==> src/rtl/mmu_ram_seq.sv <==
// Sequences the external 256x8 MMU RAM: identity fill after reset, prioritised lookups, one buffered write.
// Lookup latency RD_CYCLES from the accepting edge; writes take 2+WR_CYCLES pin cycles plus one dispatch cycle.
// Lookups are held off by the fill and by an in-flight write; a wr_req that meets a full buffer is dropped and flagged in wr_ovf.
module mmu_ram_seq #(
    parameter int RD_CYCLES   = 2,
    parameter int WR_CYCLES   = 1,
    parameter int INIT_ENABLE = 1
) (
    input  logic       CLKX4,
    input  logic       nRESET,
    input  logic       xl_req,
    input  logic [7:0] xl_idx,
    output logic       xl_valid,
    output logic [7:0] xl_data,
    input  logic       wr_req,
    input  logic [7:0] wr_idx,
    input  logic [7:0] wr_data,
    output logic       wr_pend,
    output logic       wr_ovf,
    output logic       init_done,
    output logic [7:0] MMU_ADDR,
    output logic       MMU_nRD,
    output logic       MMU_nWR,
    input  logic [7:0] MMU_DATA_in,
    output logic [7:0] MMU_DATA_out,
    output logic       MMU_DATA_oe
);

    // Each state names the bus phase that is driven onto the pins at the next edge,
    // so every RAM pin is a plain register and the reset cycle stays quiet.
    typedef enum logic [2:0] {
        INIT_SETUP,
        INIT_STROBE,
        INIT_HOLD,
        IDLE,
        READ,
        WSETUP,
        WSTROBE,
        WHOLD
    } state_t;

    localparam logic [7:0] RD_LAST = 8'(RD_CYCLES - 1);
    localparam logic [7:0] WR_LAST = 8'(WR_CYCLES - 1);
    localparam state_t     RST_ST  = (INIT_ENABLE != 0) ? INIT_SETUP : IDLE;

    state_t     state, state_nxt;
    logic [7:0] init_cnt, init_cnt_nxt;
    logic [7:0] tmr, tmr_nxt;
    logic [7:0] buf_idx, buf_idx_nxt;
    logic [7:0] buf_dat, buf_dat_nxt;
    logic [7:0] addr_nxt, dout_nxt, xl_data_nxt;
    logic       oe_nxt, nrd_nxt, nwr_nxt;
    logic       xl_valid_nxt, wr_pend_nxt, wr_ovf_nxt, init_done_nxt;

    // Register the FSM, the write buffer and every pin; synchronous reset aborts any bus cycle.
    always_ff @(posedge CLKX4) begin
        if (!nRESET) begin
            state        <= RST_ST;
            init_cnt     <= 8'h00;
            tmr          <= 8'h00;
            buf_idx      <= 8'h00;
            buf_dat      <= 8'h00;
            MMU_ADDR     <= 8'h00;
            MMU_DATA_out <= 8'h00;
            MMU_DATA_oe  <= 1'b0;
            MMU_nRD      <= 1'b1;
            MMU_nWR      <= 1'b1;
            xl_valid     <= 1'b0;
            xl_data      <= 8'h00;
            wr_pend      <= 1'b0;
            wr_ovf       <= 1'b0;
            init_done    <= 1'b0;
        end else begin
            state        <= state_nxt;
            init_cnt     <= init_cnt_nxt;
            tmr          <= tmr_nxt;
            buf_idx      <= buf_idx_nxt;
            buf_dat      <= buf_dat_nxt;
            MMU_ADDR     <= addr_nxt;
            MMU_DATA_out <= dout_nxt;
            MMU_DATA_oe  <= oe_nxt;
            MMU_nRD      <= nrd_nxt;
            MMU_nWR      <= nwr_nxt;
            xl_valid     <= xl_valid_nxt;
            xl_data      <= xl_data_nxt;
            wr_pend      <= wr_pend_nxt;
            wr_ovf       <= wr_ovf_nxt;
            init_done    <= init_done_nxt;
        end
    end

    // Next state, next pin values and write-buffer bookkeeping.
    always_comb begin
        state_nxt     = state;
        init_cnt_nxt  = init_cnt;
        tmr_nxt       = tmr;
        buf_idx_nxt   = buf_idx;
        buf_dat_nxt   = buf_dat;
        addr_nxt      = MMU_ADDR;
        dout_nxt      = MMU_DATA_out;
        oe_nxt        = MMU_DATA_oe;
        nrd_nxt       = MMU_nRD;
        nwr_nxt       = MMU_nWR;
        xl_valid_nxt  = 1'b0;
        xl_data_nxt   = xl_data;
        wr_pend_nxt   = wr_pend;
        wr_ovf_nxt    = wr_ovf;
        init_done_nxt = init_done;

        // The buffer accepts regardless of state; the clear in WHOLD below
        // sees the registered wr_pend, so a request on that edge is dropped.
        if (wr_req) begin
            if (wr_pend) begin
                wr_ovf_nxt = 1'b1;
            end else begin
                wr_pend_nxt = 1'b1;
                buf_idx_nxt = wr_idx;
                buf_dat_nxt = wr_data;
            end
        end

        case (state)
            INIT_SETUP: begin
                addr_nxt  = init_cnt;
                dout_nxt  = init_cnt;
                oe_nxt    = 1'b1;
                nwr_nxt   = 1'b1;
                nrd_nxt   = 1'b1;
                tmr_nxt   = 8'h00;
                state_nxt = INIT_STROBE;
            end
            INIT_STROBE: begin
                nwr_nxt = 1'b0;
                if (tmr == WR_LAST) begin
                    tmr_nxt   = 8'h00;
                    state_nxt = INIT_HOLD;
                end else begin
                    tmr_nxt = tmr + 8'd1;
                end
            end
            INIT_HOLD: begin
                nwr_nxt = 1'b1;
                if (init_cnt == 8'hFF) begin
                    state_nxt = IDLE;
                end else begin
                    init_cnt_nxt = init_cnt + 8'd1;
                    state_nxt    = INIT_SETUP;
                end
            end
            IDLE: begin
                oe_nxt  = 1'b0;
                nwr_nxt = 1'b1;
                nrd_nxt = 1'b1;
                tmr_nxt = 8'h00;
                // The first IDLE edge only publishes init_done; service starts on the next one.
                if (!init_done) begin
                    init_done_nxt = 1'b1;
                end else if (xl_req) begin
                    addr_nxt  = xl_idx;
                    nrd_nxt   = 1'b0;
                    state_nxt = READ;
                end else if (wr_pend) begin
                    state_nxt = WSETUP;
                end
            end
            READ: begin
                if (tmr == RD_LAST) begin
                    xl_data_nxt  = MMU_DATA_in;
                    xl_valid_nxt = 1'b1;
                    nrd_nxt      = 1'b1;
                    tmr_nxt      = 8'h00;
                    state_nxt    = IDLE;
                end else begin
                    tmr_nxt = tmr + 8'd1;
                end
            end
            WSETUP: begin
                addr_nxt  = buf_idx;
                dout_nxt  = buf_dat;
                oe_nxt    = 1'b1;
                nwr_nxt   = 1'b1;
                nrd_nxt   = 1'b1;
                tmr_nxt   = 8'h00;
                state_nxt = WSTROBE;
            end
            WSTROBE: begin
                nwr_nxt = 1'b0;
                if (tmr == WR_LAST) begin
                    tmr_nxt   = 8'h00;
                    state_nxt = WHOLD;
                end else begin
                    tmr_nxt = tmr + 8'd1;
                end
            end
            WHOLD: begin
                nwr_nxt     = 1'b1;
                wr_pend_nxt = 1'b0;
                state_nxt   = IDLE;
            end
            default: state_nxt = RST_ST;
        endcase
    end

endmodule

==> config.mk <==
export PLATFORM = sky130hd
export DESIGN_NAME = mmu_ram_seq
export DESIGN_NICKNAME = d
export VERILOG_FILES = /design/src/rtl/mmu_ram_seq.sv
export SDC_FILE = /design/constraint.sdc
export NUM_CORES = 1
export LEC_CHECK = 0
export BUFFER_PORTS_ARGS = -buffer_cell sky130_fd_sc_hd__buf_2
export CAP_MARGIN = 20
export CORE_ASPECT_RATIO = 1.75
export CORE_UTILIZATION = 40
export CTS_BUF_LIST = sky130_fd_sc_hd__clkbuf_2 sky130_fd_sc_hd__clkbuf_4 sky130_fd_sc_hd__clkbuf_8
export DETAILED_ROUTE_END_ITERATION = 16
export GPL_ROUTABILITY_DRIVEN = 0
export GPL_TIMING_DRIVEN = 0
export HOLD_SLACK_MARGIN = 0.06
export PLACE_DENSITY = 0.66
export REMOVE_ABC_BUFFERS = 1
export SLEW_MARGIN = 20
export SYNTH_ARGS = -nofsm -noshare
export SYNTH_HDL_FRONTEND = slang
export SYNTH_SLANG_ARGS = --single-unit
==> constraint.sdc <==
create_clock -name CLKX4 -period 1.8 [get_ports CLKX4]
set_input_delay 0 -clock CLKX4 [delete_from_list [all_inputs] [get_ports CLKX4]]
set_output_delay 0 -clock CLKX4 [all_outputs]
set_load 0.005 [all_outputs]
Yosys cells after proc, flatten, opt, wreduce, memory -nomap -nowiden
Index checks and enable logic that the tools add are counted.
{"block": "word_totals", "out_inout_bits": 31, "inputBits": 36, "reg_bits": 66}
{"block": "op_classes", "eq_ne": 15, "n_addsub": 2, "mux": 22, "bitwise": 3, "reduce_logical": 21}
{"cell": "8-bit case mux with 3 select lines", "n": 2}
{"cell": "8-bit two-way mux", "n": 4}
{"cell": "3-bit case mux with 8 select lines", "n": 1}
{"cell": "3-bit two-way mux", "n": 6}
{"cell": "8-bit by 1-bit adder with 8-bit output (second input constant)", "n": 2}
{"cell": "8-bit case mux with 2 select lines", "n": 1}
{"cell": "3-bit equality test (second input constant)", "n": 4}
{"cell": "2-bit AND reduction", "n": 6}
{"cell": "2-bit inequality test (second input constant)", "n": 5}
{"cell": "3-bit nonzero test", "n": 3}
{"cell": "8-bit by 1-bit equality test with 1-bit output (second input constant)", "n": 1}
{"cell": "8-bit equality test (second input constant)", "n": 1}
{"cell": "8-bit zero test", "n": 1}
{"cell": "3-bit by 2-bit equality test with 1-bit output (second input constant)", "n": 2}
{"cell": "2-bit nonzero test", "n": 3}
{"cell": "2-bit OR reduction", "n": 3}
{"cell": "5-bit AND reduction", "n": 1}
{"cell": "5-bit OR reduction", "n": 1}
{"cell": "1-bit two-way mux", "n": 4}
{"cell": "1-bit case mux with 2 select lines", "n": 2}
{"cell": "3-bit by 1-bit equality test with 1-bit output (second input constant)", "n": 1}
{"cell": "3-bit zero test", "n": 1}
{"cell": "3-bit inequality test (second input constant)", "n": 1}
{"cell": "1-bit NOT", "n": 3}
{"cell": "4 further kinds", "n": 4}

Depth between registers and ports, before layout
{"block": "logic_depth", "depth_word": 4, "ltp_mapped": 7, "ltp_nobuf": 6}

Least setup slack after synthesis
Ideal clock, no wire load.
{"block": "synth_path", "path_kind": "reg-to-reg", "startpoint": "register state[0]", "endpoint": "register init_cnt[2]", "period_less_slack_ns": 1.617, "arrival_time_ns": 1.502, "path_slack_ns": 0.183, "t_required_ns": 1.685, "path_stages_with_launch": 7, "cell_sequence": "dfxtp_1 > buf_6 > or3b_1 > buf_6 > a41oi_1 > a21boi_1 > o21a_1"}
{"block": "synth_via", "elab_chain_len": 2}
{"item": "start, declared", "line": "46", "rtl": "state_t state, state_nxt;"}
{"item": "start signal, assigned", "line": "74", "rtl": "state <= state_nxt;"}
{"item": "3-bit by 2-bit equality test with 1-bit output", "line": "122", "rtl": "case (state)"}
{"item": "2-bit AND reduction (no source line)"}
{"item": "end signal, assigned", "line": "75", "rtl": "init_cnt <= init_cnt_nxt;"}
{"item": "end, declared", "line": "47", "rtl": "logic [7:0] init_cnt, init_cnt_nxt;"}
No other way between the ends.
A chain may end at the register's enable or synchronous reset.

Worst setup path after layout
{"block": "layout_path", "startpoint": "register state[1]", "endpoint": "register init_cnt[5]"}
Same word-level chain as after synthesis.

==> metrics.yaml <==
sta:
  fmax_mhz: 570.1
  final.setup_skew_ps: 9.472
  worst_slew_pin_slew_ps: 633.7
  setup_viol: 0
  hold_violations: 0
  max-slew-margin-rel_pct: 57.57
  period_share_pct: 97.44
  rsz0062_at_grt: "yes"
  worst_slack_ps: 46.00
  maxSlewViolCount: 0
  finalCriticalPeriod_ps: 1754
global_route:
  grt_busiest_layer: "met2"
  grt_start_max_net_pins: 53
  grt_pass1_vias: 3007
  grtUsageMet1_pct: 23.32
  use_met2_pct: 38.29
  overflow: 0
  antenna_found_initial: 0
  gr-usage-all-layers_pct: 21.18
  grt_pass1_wl_um: 14130
  use_met3_pct: 3.526
final_layout:
  drive_gt1_share_pct: 24.89
  area_growth_pct: 29.26
  final_cells: 546
  antenna_cells: 0
  fin_nets: 493
  multi_input_area_um2: 1755
  fin_area_um2: 4101
  finalCoreUtilization_pct: 53.83
  register_area_um2: 1333
  n_fill_cell: 717
logic_synthesis:
  synth_top_area_share_pct: 41.64
  ys_ff_latch: 66
  yosysSeqAreaShare_pct: 41.64
  synth_commonest_cells: "66 x dfxtp_1, 58 x nand2_1, 30 x nor2_1"
  synth_edf_count: 0
  postSynthAreaPerCell_um2: 8.530
  post-synth-top-count-cell: "dfxtp_1"
  yosys.area.top_type: "dfxtp_1"
  syn_area_um2: 3173
  netlist_instances: 372
  ys_async_sr_fraction_pct: 0
  synth-main-ff-cell: "dfxtp_1"
  yosys.cell_types.count: 53
  ys_warn_count: 0
  synthTopCellsByArea: "dfxtp_1 42%, nand2_1 6.9%, a21oi_1 4.6%"
setup_path:
  crit_slowest_cell: "dfxtp_4"
  reg2reg_to: "init_cnt[5]$_SDFFE_PN0P_"
  worstSetupPathType: "reg2reg"
  reg2reg_slack_ps: 50
  worstRegToRegCells: 4
  reg2reg_from: "state[1]$_SDFFE_PN0P_"
  crit_end: "init_cnt[5]$_SDFFE_PN0P_"
  worstSetupStartpoint: "state[1]$_SDFFE_PN0P_"
  worstPathCellList: "or3b_4, a311oi_4, nand3_2, mux2i_1"
  start_kind: "flop"
  required_ps: 2030
  cpPeakStageDelay_ps: 510
  cp-end-kind: "flop"
  path_max_fanout: 20
  cp.arrival_ps: 1980
detailed_routing:
  vias_per_cell: 5.546
  drt_pre_antenna_iters: 6
  vias: 3028
  wirelength_um: 8496
  ant_nets: 0
  dr.first_iter.drc_count: 161
  detail_route.wl_per_cell_um: 15.56
  drc: 0
flow_run:
  cap_violations: 0
floorplan:
  design.core.area_um2: 7620
  die_area_um2: 8307
  io_pins: 67
  start_util_pct: 41.64
  die_h_um: 119.8
  die_w_um: 69.33
  num_rows: 42
hold_path:
  hp-class: "in2reg"
pwr:
  total_power_mw: 4.983
  peakVddDrop_uv: 558.3
  p_leak_nw: 1.666
  powerDensity_nw_per_um2: 1215
status:
  status: "finished, final reports clean"
placement:
  place_area_um2: 3495
  dp_slack_ps: -876.7
  portBuffers: 66
  dp_hpwl_um: 5484
  dpl.cell_count: 497
clock_tree:
  cts_buffers: 9
  cts_buffer_depth: 2
  h-tree-depth: 3
  clk_pin_slew_ps: 70
  cts_tree: "built"
  clock-root-buffer: "clkbuf_8"
  cts_sinks: 66
  clock_latency_ps: 340
-- final cells by class --
cell class              instances  area share [%]
multi-input cells             267           42.80
inverters                       9          0.8847
clock inverters                 2          0.8542
repair buffers                100           16.05
clock buffers                  14           4.240
flip-flops and latches         66           32.49
well taps                      88           2.685
-- how the worst min path moves through the flow --
| stage | startpoint | slack, ps | cells past startpoint | end |
|---|---|---|---|---|
| after global routing | xl_idx[4] | 150 | 4 | MMU_ADDR[4]$_SDFFE_PN0P_ |
| final | xl_idx[7] | 120 | 4 | MMU_ADDR[7]$_SDFFE_PN0P_ |
| after floorplan | nRESET | 60 | 1 | MMU_nWR$_SDFFE_PN1P_ |
| after detailed placement | MMU_DATA_in[6] | 250 | 3 | xl_data[6]$_SDFFE_PN0P_ |
| after CTS | xl_idx[7] | 110 | 4 | MMU_ADDR[7]$_SDFFE_PN0P_ |
| after global placement | MMU_DATA_in[6] | 230 | 3 | xl_data[6]$_SDFFE_PN0P_ |
-- what timing repair did --
| action | CTS | global route |
|---|---|---|
| endpoints found under the setup margin | 47 | 27 |
| gates resized for setup | 13 | 7 |
| buffers inserted | 4 | 3 |
| hold buffers | 26 | 0 |
| pin swaps | 1 | 5 |
| hold endpoints to repair | 29 | 0 |
| gates cloned | 0 | 0 |
-- stage by stage --
stage	hold slack (ps)	TNS, ps
detailed placement	246.0	-22890
CTS	107.5	0
floorplan	61.94	-11040
global placement	232.4	-44720
finish	118.9	0
global route	148.9	-86.86
-- cells by family (layout without fill, tap and decap cells) --
kind of cell / after synthesis / after routing / synth area share, %
and+or+nand+nor: 152 / 152 / 22.79
AOI/OAI and AO/OA: 87 / 87 / 21.45
DFF: 66 / 66 / 41.64
buffers and inverters: 39 / 125 / 5.402
muxes: 13 / 13 / 4.101
xor gates and xnor gates: 11 / 11 / 3.036
adders and majority gates: 4 / 4 / 1.577
-- critical path, delay by kind of cell, from the launching register on --
kind	cells	cell delay [ps]
compound gates	1	390
flops	1	510
mux	1	140
simple gates	2	600
-- cell usage in the layout (no fill, tap or decap), types with 2 or more instances in the layout --
master,netlist,layout
a211oi_1,8,7
a21oi_1,29,28
a222oi_1,8,8
a22o_1,8,8
a311oi_1,6,6
a32oi_1,2,2
and3_1,2,2
buf_2,5,66
buf_4,1,6
buf_6,2,2
clkbuf_4,0,3
clkbuf_8,0,11
dfxtp_1,66,63
dfxtp_4,0,3
dlygate4sd3_1,0,26
ha_1,4,4
inv_1,8,8
mux2i_1,13,13
nand2_1,58,58
nand2b_1,6,6
nand3_1,8,8
nand3b_1,2,2
nand4_1,4,4
nor2_1,30,30
nor2b_1,12,9
nor2b_4,0,2
nor3_1,19,18
nor3b_1,2,2
o211ai_1,2,2
o21a_1,3,3
o21ai_0,4,4
o21ai_2,0,2
o32ai_1,2,2
xnor2_1,11,11
-- power breakdown --
group	internal [mW]	leakage (nW)	switching [mW]
logic	0.798	1.02	0.914
registers	1.67	0.540	0.311
clock network	0.761	0.111	0.528
total	3.23	1.67	1.75
-- registers in the layout, indices dropped and copies added, names as in the netlist --
register      cells
wr_pend           1
MMU_DATA_out      8
MMU_DATA_oe       1
buf_dat           8
xl_valid          1
MMU_nRD           1
state             3
init_done         1
tmr               8
MMU_ADDR          8
buf_idx           8
wr_ovf            1
xl_data           8
MMU_nWR           1
init_cnt          8
-- per-layer routing --
metal	vias up	wire length, um
met4	0	201
met3	15	354
met1	1437	3428
met5	-	0
met2	89	4512
li1	1487	-
No activity file was read; power rests on OpenSTA's default activity.
